$ cat src/rtl/jcapture_ctrl.sv
// jcapture_ctrl: pixel-clock capture sequencer that gates the ISP to whole
// frames, waits for encode_done and reports image_valid.
// Ports: clk, resetn (async low); start_capture, abort, continuous,
//   skip_frames, timeout_cycles, frame_valid, encode_done in;
//   jpeg_en, image_valid, busy, timeout_err, frame_cnt, state out.
// Build option: define JCAPTURE_TIMEOUT_EN to add the COMPRESS watchdog,
//   the sticky timeout_err flag and the ERROR state.
module jcapture_ctrl #(
  parameter int TIMEOUT_W   = 24,
  parameter int FRAME_CNT_W = 8
) (
  input  logic                   clk,
  input  logic                   resetn,
  input  logic                   start_capture,
  input  logic                   abort,
  input  logic                   continuous,
  input  logic [3:0]             skip_frames,
  input  logic [TIMEOUT_W-1:0]   timeout_cycles,
  input  logic                   frame_valid,
  input  logic                   encode_done,
  output logic                   jpeg_en,
  output logic                   image_valid,
  output logic                   busy,
  output logic                   timeout_err,
  output logic [FRAME_CNT_W-1:0] frame_cnt,
  output logic [2:0]             state
);

  typedef enum logic [2:0] {
    S_IDLE    = 3'd0,
    S_RESET   = 3'd1,
    S_WAIT    = 3'd2,
    S_COMP    = 3'd3,
    S_VALID   = 3'd4,
    S_ERROR   = 3'd5
  } st_e;

  st_e                  state_q, state_d;
  logic [3:0]           skip_q, skip_d;
  logic [FRAME_CNT_W-1:0] cnt_q, cnt_d;
  logic                 err_q, err_d;
  logic                 tmo;

`ifdef JCAPTURE_TIMEOUT_EN
  logic [TIMEOUT_W-1:0] wdog_q;

  // Counts COMPRESS cycles; zero on the first cycle of every COMPRESS visit.
  always_ff @(posedge clk or negedge resetn) begin
    if (!resetn) begin
      wdog_q <= '0;
    end else if (state_q == S_COMP) begin
      wdog_q <= wdog_q + TIMEOUT_W'(1);
    end else begin
      wdog_q <= '0;
    end
  end

  assign tmo = (timeout_cycles != '0) &&
               (wdog_q == timeout_cycles - TIMEOUT_W'(1));
`else
  logic unused_tmo;
  assign unused_tmo = ^timeout_cycles;
  assign tmo = 1'b0;
`endif

  always_ff @(posedge clk or negedge resetn) begin
    if (!resetn) begin
      state_q <= S_IDLE;
      skip_q  <= '0;
      cnt_q   <= '0;
      err_q   <= 1'b0;
    end else begin
      state_q <= state_d;
      skip_q  <= skip_d;
      cnt_q   <= cnt_d;
      err_q   <= err_d;
    end
  end

  always_comb begin
    state_d = state_q;
    skip_d  = skip_q;
    cnt_d   = cnt_q;
    err_d   = err_q;
    if (abort) begin
      state_d = S_IDLE;
    end else begin
      unique case (state_q)
        S_IDLE, S_ERROR, S_VALID: begin
          // IMAGE_VALID re-arms itself after one cycle in continuous mode.
          if (start_capture ||
              (state_q == S_VALID && continuous)) begin
            state_d = S_RESET;
            skip_d  = skip_frames;
            if (start_capture) err_d = 1'b0;
          end
        end
        S_RESET: begin
          // Let any frame already in flight finish before looking for a start.
          if (!frame_valid) state_d = S_WAIT;
        end
        S_WAIT: begin
          if (frame_valid) begin
            if (skip_q != '0) begin
              skip_d  = skip_q - 4'd1;
              state_d = S_RESET;
            end else begin
              state_d = S_COMP;
            end
          end
        end
        S_COMP: begin
          if (encode_done) begin
            state_d = S_VALID;
            cnt_d   = cnt_q + FRAME_CNT_W'(1);
          end else if (tmo) begin
            state_d = S_ERROR;
            err_d   = 1'b1;
          end
        end
        default: state_d = S_IDLE;
      endcase
    end
  end

  // Decoded from registers only, so jpeg_en is already high in WAIT
  // when the first frame_valid of the target frame arrives.
  always_comb begin
    jpeg_en     = (state_q == S_COMP) ||
                  (state_q == S_WAIT && skip_q == '0);
    image_valid = (state_q == S_VALID);
    busy        = (state_q == S_RESET) ||
                  (state_q == S_WAIT) ||
                  (state_q == S_COMP);
    frame_cnt   = cnt_q;
    state       = state_q;
`ifdef JCAPTURE_TIMEOUT_EN
    timeout_err = err_q;
`else
    timeout_err = 1'b0;
`endif
  end

endmodule
$ cat config.mk
export PLATFORM = sky130hd
export DESIGN_NAME = jcapture_ctrl
export DESIGN_NICKNAME = d
export VERILOG_FILES = /design/src/rtl/jcapture_ctrl.sv
export SDC_FILE = /design/constraint.sdc
export NUM_CORES = 1
export LEC_CHECK = 0
export CAP_MARGIN = 20
export CORE_MARGIN = 5
export CORE_UTILIZATION = 42
export CTS_BUF_LIST = sky130_fd_sc_hd__clkbuf_4 sky130_fd_sc_hd__clkbuf_8 sky130_fd_sc_hd__clkbuf_16
export DETAILED_ROUTE_END_ITERATION = 8
export HOLD_SLACK_MARGIN = 0.05
export PLACE_DENSITY_LB_ADDON = 0.3
export SETUP_SLACK_MARGIN = 0.2
export SLEW_MARGIN = 0
export SYNTH_ARGS = -nofsm -noshare
export SYNTH_HDL_FRONTEND = slang
export SYNTH_SLANG_ARGS = --single-unit
$ cat constraint.sdc
create_clock -name clk -period 5.1 [get_ports clk]
set_input_delay 1.02 -clock clk [delete_from_list [all_inputs] [get_ports clk]]
set_output_delay 1.02 -clock clk [all_outputs]
set_load 0.005 [all_outputs]
==> impl_summary.txt <==
----------------------------------------------------
[Synthesis]
  Cell area after synthesis ... 968 um^2
  Most area-hungry cell type in the Yosys netlist ... sky130_fd_sc_hd__dfrtp_1
  Number of flops mapped to enable cells by yosys ... 0
  Number of standard cells after synthesis ... 92
  Post-synthesis average cell area ... 10.5 um^2
  Yosys reg bits ... 15
  Total of warnings raised by yosys ... 0
  Synth cell types ... 41
  Top area cells in the synthesized netlist ... sky130_fd_sc_hd__dfrtp_1, sky130_fd_sc_hd__xnor2_1, sky130_fd_sc_hd__nand3b_4
  Most used DFF post-synth ... sky130_fd_sc_hd__dfrtp_1
  Share of the synthesized area in the top cell type ... 0.388
  Share of flip-flops with an asynchronous set or reset ... 1.00
  Total nets after synthesis ... 130
  Share of the yosys chip area belonging to registers ... 0.388

[Clock tree]
  Clock tree from TritonCTS ... built
  Number of buffers created by CTS ... 3
  Clock edge transition at the registers on the reported setup and hold paths ... 0.09 ns
  Root buffer selected by CTS ... sky130_fd_sc_hd__clkbuf_4
  Clk sink count ... 15
  Post-CTS Resized ... 0
  # H-tree levels ... 1
  Clock latency at the later pin of the worst-skew pair ... 0.27 ns
  Number of buffers on the longest clock path ... 2
  Hold-fix buffer count after cts ... 0
  Post-CTS Setup Repair Bufs ... 0

[Detailed routing]
  Post-DRT Antenna Nets ... 0
  Routed wire per std cell ... 12.6 um
  Post-Route WL ... 1810 um
  Drt first pass iters ... 4
  Number of design rule violations left after detail routing ... 0
  Overall via count from detail_route ... 754
  Avg Vias per Cell ... 5.27
  DRC marker count from the first detailed-route iteration ... 10

[Cells and area]
  Number of fillers in the final layout ... 209
  FF+latch area ... 375 um^2
  Combined area of the multi-input logic cells ... 536 um^2
  # diodes ... 0
  Layout-stage area growth over the synthesis result ... 27.3%
  Final Net Count ... 154
  Layout cell share with drive strength beyond 1 ... 0.148

[Worst setup path]
  Kind of capture point of the worst setup path ... output pin
  Req. time, crit path ... 4.08 ns
  Worst EP arrival ... 2.32 ns
  Worst Reg2Reg Path Length in Cells ... 4
  Element type at the critical path start ... flop
  Critical Path Max Stage Delay ... 0.62 ns
  Critical path class ... flop to output pin
  Sequence of cells on the critical path ... or3b_1 -> or2_1 -> nand2_1 -> clkdlybuf4s50_1
  Maximum fanout along the worst path ... 13
  Reg2Reg Capture Point ... skip_q[1]
  Cell type of the slowest stage on the worst timing path ... sky130_fd_sc_hd__dfrtp_1
  Worst setup slack for register-to-register paths ... 3.06 ns
  Critical register-to-register path startpoint ... state[1]

[GRT]
  Global route overflow ... 0
  First-pass GRT wire length ... 3180 um
  Antenna violations before repair ... 0
  Total global routing track utilization ... 0.116
  Via count of the first global-routing pass ... 747
  Largest net degree at the start of global routing ... 16

[Power]
  Peak supply drop ... 0.180 mV
  P_int ... 237 uW
  Clock group share of total power ... 0.186
  Gate power share ... 0.338
  Sw Ratio ... 0.327
  Switching pwr ... 115 uW
  Leak ... 0.000548 uW
  Part of the power in registers ... 0.476
  PwrDens ... 286 nW/um^2

[STA]
  Max Clock Freq ... 300 MHz
  Post-Route Hold Slack ... 0.481 ns
  Final worst path period need ... 3.34 ns
  Worst clock skew ... 0.00342 ns
  Total of endpoints with negative setup slack in the final report ... 0
  Number of pins with negative max-slew slack in the final report ... 0
  Setup repair after global routing missed its margin ... false
  Worst slew margin relative to its limit ... 0.564
  Final period util ... 0.654
  Measured slew at the worst slew-check pin ... 0.651 ns
  Setup tns final ... 0 ns
  Hold violation total from the final report ... 0

[Floorplan]
  Die Footprint ... 3370 um^2
  CORE AREA ... 2210 um^2
  Die width ... 58.0 um
  Number of standard-cell rows in the floorplan ... 17
  Effective utilization at floorplan ... 0.438
  Die H ... 58.0 um
  Io pins ... 50

[Placement]
  Post-DP HPWL ... 1470 um
  Routability Congestion ... 0.774
  Number of I/O port buffers ... 24

[Hold path]
  Worst hold path class ... flop to flop
  Cell depth of the worst hold path ... 1
  Hold worst-path end ... frame_cnt[7]
  Worst min-delay path startpoint ... frame_cnt[7]

[Job]
  Number of maximum-capacitance constraint violations ... 0

[Status]
  Status ... finished, final reports clean

----------------------------------------------------
==> critical path: cells and delay by family, from the launching register on <==
kind	cells	cell delay, ns
simple gates	3	0.92
flops	1	0.62
buf+inv	1	0.49
==> power groups by stage <==
stage | Sequential, uW | Combinational, uW | Clock (uW)
5_1_grt | 172 | 135 | 76.6
3_3_place_gp | 169 | 116 | 0
4_1_cts | 167 | 122 | 69.6
3_5_place_dp | 169 | 122 | 0
6_report | 167 | 119 | 65.4
2_1_floorplan | 159 | 80.5 | 0
==> synthesized netlist by cell type (3+ instances only) <==
| master | count |
|---|---|
| sky130_fd_sc_hd__a21oi_1 | 4 |
| sky130_fd_sc_hd__buf_4 | 3 |
| sky130_fd_sc_hd__dfrtp_1 | 15 |
| sky130_fd_sc_hd__ha_1 | 3 |
| sky130_fd_sc_hd__inv_1 | 5 |
| sky130_fd_sc_hd__nand2_1 | 6 |
| sky130_fd_sc_hd__nand3_1 | 4 |
| sky130_fd_sc_hd__nand4_1 | 4 |
| sky130_fd_sc_hd__nor2_1 | 3 |
| sky130_fd_sc_hd__xnor2_1 | 6 |
==> layer usage <==
layer  global-route usage  up-vias  part of all wire
met3               0.0156        2             0.049
li1                     -      378                 -
met5                    0        -                 0
met4               0.0397        0            0.0039
met2                0.197       20              0.51
met1                0.152      354              0.44
==> how the worst max path moves through the flow <==
stage / slack (ns) / to / startpoint
3_5_place_dp: 2.06 / jpeg_en / state[1]
2_1_floorplan: 2.80 / jpeg_en / state[2]
3_3_place_gp: 2.06 / jpeg_en / state[1]
4_1_cts: 1.74 / jpeg_en / state[1]
5_1_grt: 1.63 / jpeg_en / state[1]
6_report: 1.76 / jpeg_en / state[1]
==> cell usage in the layout (no fill, tap or decap), types with 3 or more instances in the layout <==
cell                              instances
sky130_fd_sc_hd__clkdlybuf4s50_1         24
sky130_fd_sc_hd__dfrtp_1                 15
sky130_fd_sc_hd__nand2_1                  6
sky130_fd_sc_hd__xnor2_1                  6
sky130_fd_sc_hd__inv_1                    5
sky130_fd_sc_hd__a21oi_1                  4
sky130_fd_sc_hd__nand4_1                  4
sky130_fd_sc_hd__nand3_1                  4
sky130_fd_sc_hd__nor2_1                   3
sky130_fd_sc_hd__ha_1                     3
sky130_fd_sc_hd__clkbuf_4                 3
==> cell type report <==
type | count | share of cell area
clock buffer | 3 | 0.0183
clock inverter | 1 | 0.00406
inverter | 5 | 0.0152
multi-input combinational | 67 | 0.435
sequential | 15 | 0.305
tap | 28 | 0.0284
timing repair buffer | 24 | 0.195
==> cell families after synthesis <==
logic type	Yosys count	synth area share
and+or+nand+nor	34	0.261
buffers and inverters	10	0.0594
xor gates and xnor gates	8	0.0724
AOI/OAI and AO/OA	19	0.150
other	1	0.00387
muxes	2	0.0271
adders and majority gates	3	0.0388
DFF	15	0.388
==> per-stage QoR <==
step / utilization / instances / total power [uW] / area (um^2) / setup WS [ns]
3_5_place_dp: 0.545 / 139 / 291 / 1200 / 2.06
2_1_floorplan: - / 92 / 240 / 968 / 2.80
6_report: 0.557 / 143 / 352 / 1230 / 1.76
4_1_cts: 0.557 / 143 / 359 / 1230 / 1.74
5_1_grt: 0.557 / 143 / 384 / 1230 / 1.63
3_3_place_gp: 0.545 / 139 / 285 / 1200 / 2.06
==> sequential cells by signal, summed over array words and instances, names as in the netlist <==
signal and count:
frame_cnt 8, skip_q 4, state 3
No activity file was read; power rests on OpenSTA's default activity.
